--- src/rtl/fetch_unit.sv ---
// rtl/fetch_unit.sv - instruction fetch front end: PC, credit-limited imem requests, decode FIFO
module fetch_unit #(
  parameter int              XLEN     = 32,
  parameter logic [XLEN-1:0] RESET_PC = '0,
  parameter int              DEPTH    = 2
) (
  input  logic            clk,
  input  logic            rst_n,
  input  logic            pc_src,
  input  logic [XLEN-1:0] pc_target,
  output logic            imem_req_valid,
  input  logic            imem_req_ready,
  output logic [XLEN-1:0] imem_req_addr,
  input  logic            imem_rsp_valid,
  input  logic [31:0]     imem_rsp_data,
  output logic            if_valid,
  input  logic            if_ready,
  output logic [XLEN-1:0] if_pc,
  output logic [31:0]     if_instr
);
  // Counter width covers 0..DEPTH; pointer width indexes DEPTH slots.
  localparam int CW  = $clog2(DEPTH + 1);
  localparam int CW1 = CW + 1;
  localparam int PW  = $clog2(DEPTH);
  localparam logic [CW:0]   DEPTH_W  = CW1'(DEPTH);
  localparam logic [PW-1:0] LAST_IDX = PW'(DEPTH - 1);

  logic            started;
  logic [XLEN-1:0] pc_q;
  logic [CW-1:0]   outstanding;
  logic [CW-1:0]   drop_cnt;
  logic [CW-1:0]   count;

  // Addresses of requests still waiting for their response, in issue order.
  logic [XLEN-1:0] pcq [DEPTH];
  logic [PW-1:0]   q_wr;
  logic [PW-1:0]   q_rd;

  // Decode-side buffer of {pc, instr} pairs.
  logic [XLEN-1:0] fifo_pc    [DEPTH];
  logic [31:0]     fifo_instr [DEPTH];
  logic [PW-1:0]   f_wr;
  logic [PW-1:0]   f_rd;

  logic            pop;
  logic            req_fire;
  logic            rsp_keep;
  logic [CW:0]     credit_used;

  // Circular pointer advance that works for non-power-of-two depths.
  function automatic logic [PW-1:0] bump(input logic [PW-1:0] p);
    return (p == LAST_IDX) ? '0 : p + PW'(1);
  endfunction

  assign pop            = if_valid & if_ready;
  // A slot freed by this cycle's pop can already be reused by a new request.
  assign credit_used    = {1'b0, outstanding} + {1'b0, count} - {{CW{1'b0}}, pop};
  assign imem_req_valid = started & ~pc_src & (credit_used < DEPTH_W);
  assign imem_req_addr  = pc_q;
  assign req_fire       = imem_req_valid & imem_req_ready;
  // Responses belonging to a squashed path (or arriving in the redirect cycle) are dropped.
  assign rsp_keep       = imem_rsp_valid & ~pc_src & (drop_cnt == '0);

  assign if_valid = (count != '0);
  assign if_pc    = fifo_pc[f_rd];
  assign if_instr = fifo_instr[f_rd];

  // Program counter: reload on redirect, advance one word per accepted request.
  always_ff @(posedge clk or negedge rst_n) begin
    if (!rst_n) begin
      started <= 1'b0;
      pc_q    <= RESET_PC;
    end else begin
      started <= 1'b1;
      if (pc_src) begin
        pc_q <= {pc_target[XLEN-1:2], 2'b00};
      end else if (req_fire) begin
        pc_q <= pc_q + XLEN'(4);
      end
    end
  end

  // In-flight bookkeeping: PC queue, outstanding count and stale-response discard count.
  always_ff @(posedge clk or negedge rst_n) begin
    if (!rst_n) begin
      outstanding <= '0;
      drop_cnt    <= '0;
      q_wr        <= '0;
      q_rd        <= '0;
      for (int i = 0; i < DEPTH; i++) begin
        pcq[i] <= '0;
      end
    end else begin
      if (req_fire) begin
        pcq[q_wr] <= pc_q;
        q_wr      <= bump(q_wr);
      end
      if (imem_rsp_valid) begin
        q_rd <= bump(q_rd);
      end
      outstanding <= outstanding + CW'(req_fire) - CW'(imem_rsp_valid);
      if (pc_src) begin
        drop_cnt <= outstanding - CW'(imem_rsp_valid);
      end else if (imem_rsp_valid && drop_cnt != '0) begin
        drop_cnt <= drop_cnt - CW'(1);
      end
    end
  end

  // Instruction buffer: pair each kept response with its queued PC; flush on redirect.
  always_ff @(posedge clk or negedge rst_n) begin
    if (!rst_n) begin
      count <= '0;
      f_wr  <= '0;
      f_rd  <= '0;
      for (int i = 0; i < DEPTH; i++) begin
        fifo_pc[i]    <= '0;
        fifo_instr[i] <= '0;
      end
    end else if (pc_src) begin
      count <= '0;
      f_wr  <= '0;
      f_rd  <= '0;
    end else begin
      if (rsp_keep) begin
        fifo_pc[f_wr]    <= pcq[q_rd];
        fifo_instr[f_wr] <= imem_rsp_data;
        f_wr             <= bump(f_wr);
      end
      if (pop) begin
        f_rd <= bump(f_rd);
      end
      count <= count + CW'(rsp_keep) - CW'(pop);
    end
  end

endmodule

--- config.mk ---
export PLATFORM = sky130hd
export DESIGN_NAME = fetch_unit
export DESIGN_NICKNAME = d
export VERILOG_FILES = /design/src/rtl/fetch_unit.sv
export SDC_FILE = /design/constraint.sdc
export NUM_CORES = 1
export LEC_CHECK = 0
export CORE_MARGIN = 1
export CORE_UTILIZATION = 45
export CTS_BUF_LIST = sky130_fd_sc_hd__clkbuf_8 sky130_fd_sc_hd__clkbuf_16
export CTS_CLUSTER_SIZE = 24
export DETAILED_ROUTE_END_ITERATION = 10
export PLACE_DENSITY = 0.69
export SKIP_CTS_REPAIR_TIMING = 1
export SYNTH_ARGS = -nofsm -noshare
export SYNTH_HDL_FRONTEND = slang
export SYNTH_SLANG_ARGS = --single-unit
export TNS_END_PERCENT = 30
--- constraint.sdc ---
create_clock -name clk -period 4.1 [get_ports clk]
set_clock_uncertainty 0.2 [all_clocks]
set_input_delay 0.82 -clock clk [delete_from_list [all_inputs] [get_ports clk]]
set_output_delay 0.82 -clock clk [all_outputs]
set_load 0.01 [all_outputs]
==> results.sh <==
export IMPL_status="complete, but fails checks"
export IMPL_violations="design-rule violations"
export IMPL_synth_edf_count=0
export IMPL_pwr_density_cell_nw_per_um2=690.6
export IMPL_synth_top_area_cell="dfrtp_1"
export IMPL_path_delay_family="buffers and inverters"
export IMPL_ant_nets=0
export IMPL_grt_usage_pct=19.95
export IMPL_drt_pass1_iterations=8
export IMPL_ys_seq_elements=225
export IMPL_core_area_um2=21960
export IMPL_ios=168
export IMPL_start_kind="input pin"
export IMPL_power_leakage_nw=5.710
export IMPL_slowest_delay_ps=540
export IMPL_crit_path_cell_trace="clkdlybuf4s50_1, nand2_1, nor2_1, o21ai_0, fa_2, xor2_2, and4_1, clkdlybuf4s50_1"
export IMPL_clkLatencyLatePin_ps=500
export IMPL_synthArstFlopShare_pct=100.0
export IMPL_arrival_ps=2990
export IMPL_yosys_top_cells_count="dfrtp_1 (225), mux2_2 (182), nand2_1 (71), nor2_1 (53), o21ai_0 (52)"
export IMPL_slew_violations=0
export IMPL_finalSetupTns_ps=0
export IMPL_cts_tree="yes"
export IMPL_fmax_mhz=249.6
export IMPL_cpMostUsedCell="clkdlybuf4s50_1"
export IMPL_synth_xor_area_share_pct=1.207
export IMPL_synth_adder_area_share_pct=1.182
export IMPL_multi_input_area_um2=4269
export IMPL_crit_fanout=3
export IMPL_maxCapViolations=0
export IMPL_cts_sinks=225
export IMPL_crit_type="input pin to output port"
export IMPL_clockBufferDepth=3
export IMPL_port_buffers=161
export IMPL_placed_cells=1253
export IMPL_yosysMostFrequentCell="dfrtp_1"
export IMPL_finalCritPeriodShare_pct=97.73
export IMPL_hpwlAfterDp_um=15020
export IMPL_worstMarginPinSlew_ps=802.0
export IMPL_synth_mux_area_share_pct=23.45
export IMPL_antenna_cells=0
export IMPL_grt_max_degree=106
export IMPL_placed_area_um2=12180
export IMPL_holdCritPathClass="input pin to async pin"
export IMPL_dieWidth_um=152.2
export IMPL_routabilityCongestion=0.8954
export IMPL_critPathSlowestCell="clkdlybuf4s50_1"
export IMPL_yosysSeqAreaShare_pct=55.43
export IMPL_p_total_mw=8.919
export IMPL_drive_gt1_share_pct=24.88
export IMPL_design_die_area_um2=23180
export IMPL_end_kind="output port"
export IMPL_postSynthAreaPerCell_um2=12.11
export IMPL_drt_iter0_drc=324
export IMPL_syn_to_final_growth_pct=27.13
export IMPL_relSlewSlack_pct=46.53
export IMPL_wl_per_cell_um=17.47
export IMPL_grt_pass1_vias=7134
export IMPL_synth_compound_gate_area_share_pct=7.353
export IMPL_synth_cell_types=49
export IMPL_synth_top_area_share_pct=55.43
export IMPL_overflow=0
export IMPL_synthSimpleGateAreaFrac_pct=8.449
export IMPL_rows=54
export IMPL_setup_viol=0
export IMPL_fin_nets=1078
export IMPL_totalWireLength_um=22580
export IMPL_via_count=6978
export IMPL_die_y_um=152.2
export IMPL_cts_max_level=1
export IMPL_synth_flop_cell="dfrtp_1"
export IMPL_rsz0062_at_grt="false"
export IMPL_viasPerCell=5.397
export IMPL_synth_top_family_by_area="multiplexers"
export IMPL_vdd_drop_max_mv=0.3073
export IMPL_syn_area_um2=10160
export IMPL_syn_inst=839
export IMPL_drc=14
export IMPL_antenna_found_initial=0
export IMPL_fin_area_um2=12910
export IMPL_hold_viol_final=0
export IMPL_cts_reportedPaths_clkPinSlew_ps=60
export IMPL_cts_root_buf="clkbuf_16"
export IMPL_instances_no_fill=1293
export IMPL_min_period_ps=4007
export IMPL_fillerInstances=1830
export IMPL_initial_core_util_pct=46.26
export IMPL_seq_area_um2=5632
export IMPL_ys_warn_count=0
export IMPL_yosys_top_cells_area="dfrtp_1 (55%), mux2_2 (20%), mux2i_1 (3.1%)"
export IMPL_finalCoreUtilization_pct=58.81
export IMPL_crit_required_ps=3080
export IMPL_cp_buffers_inverters=2
export IMPL_cts_buffers=24
export IMPL_grt_pass1_wl_um=37450
## path summary, 6_finish.rpt
| check | start | endpoint | slack, ps | depth (start not counted) |
|---|---|---|---|---|
| worst max-delay path | if_ready | imem_req_valid | 90 | 8 |
| worst min-delay path | rst_n | fifo_instr[25] | 150 | 1 |
| worst max register to register | outstanding[1] | outstanding[1] | 880 | 11 |
| worst min register to register | fifo_pc[25] | fifo_pc[25] | 270 | 2 |
| max in group asynchronous | rst_n | imem_req_addr[24] | 2690 | 2 |
| min in group clk | fifo_pc[25] | fifo_pc[25] | 270 | 2 |
## kinds of logic after synthesis
| kind of cell | count (synthesis) |
|---|---|
| AOI/OAI and AO/OA | 125 |
| xor gates and xnor gates | 14 |
| adders and majority gates | 9 |
| buffers and inverters | 68 |
| DFF | 225 |
| muxes | 215 |
| other | 2 |
| and+or+nand+nor | 181 |
## flip-flops by register name (all words and copies together) (netlist names), 2 cells and up
| register | cells |
|---|---|
| outstanding | 2 |
| fifo_pc | 60 |
| count | 2 |
| imem_req_addr | 30 |
| pcq | 60 |
| drop_cnt | 2 |
| fifo_instr | 64 |
## stage by stage
step | hold slack [ps] | worst slack [ps]
after floorplan | 244.4 | 783.6
after global placement | 255.8 | 108.4
after detailed placement | 264.9 | 110.5
after CTS | 185.2 | 65.13
after global routing | 207.3 | 6.670
final | 152.3 | 93.25
## layout by cell type, fill, tap and decap left out, types with 3 or more instances in the layout
cell type	instances
xnor2_1	7
mux2i_1	31
nand2_1	71
o21ai_0	52
dfrtp_1	224
and2_1	4
a22oi_1	4
buf_12	7
a21oi_1	34
nand4_1	13
nor2_1	51
o311ai_0	7
nor3_1	3
conb_1	5
nand3_1	18
xor2_1	6
clkbuf_16	25
clkbuf_8	4
clkinv_2	4
o211ai_1	12
inv_1	20
clkdlybuf4s50_1	160
mux2_2	182
nor2b_1	3
a221o_1	3
ha_1	8
buf_4	17
## final cells by class
cell class / instances / share of cell area, %
well taps: 280 / 2.713
clock buffers: 29 / 5.270
clock inverters: 11 / 0.3585
multi-input cells: 549 / 33.06
inverters: 14 / 0.4069
repair buffers: 185 / 14.59
flip-flops and latches: 225 / 43.61
## power breakdown
group          internal [mW]  total, mW  switching, mW
Clock                   1.16       1.98          0.819
Sequential              3.07       3.62          0.545
Combinational           1.98       3.32           1.35
Total                   6.21       8.92           2.71
## routing by layer
layer / track usage [%] / vias to the layer above / share of wire (%)
met2: 32.87 / 229 / 47
li1: - / 3303 / -
met4: 4.665 / 0 / 1.5
met5: 0 / - / 0
met3: 3.185 / 34 / 6.6
met1: 27.71 / 3412 / 45
Note: power is estimated with default switching activity, not from simulation.
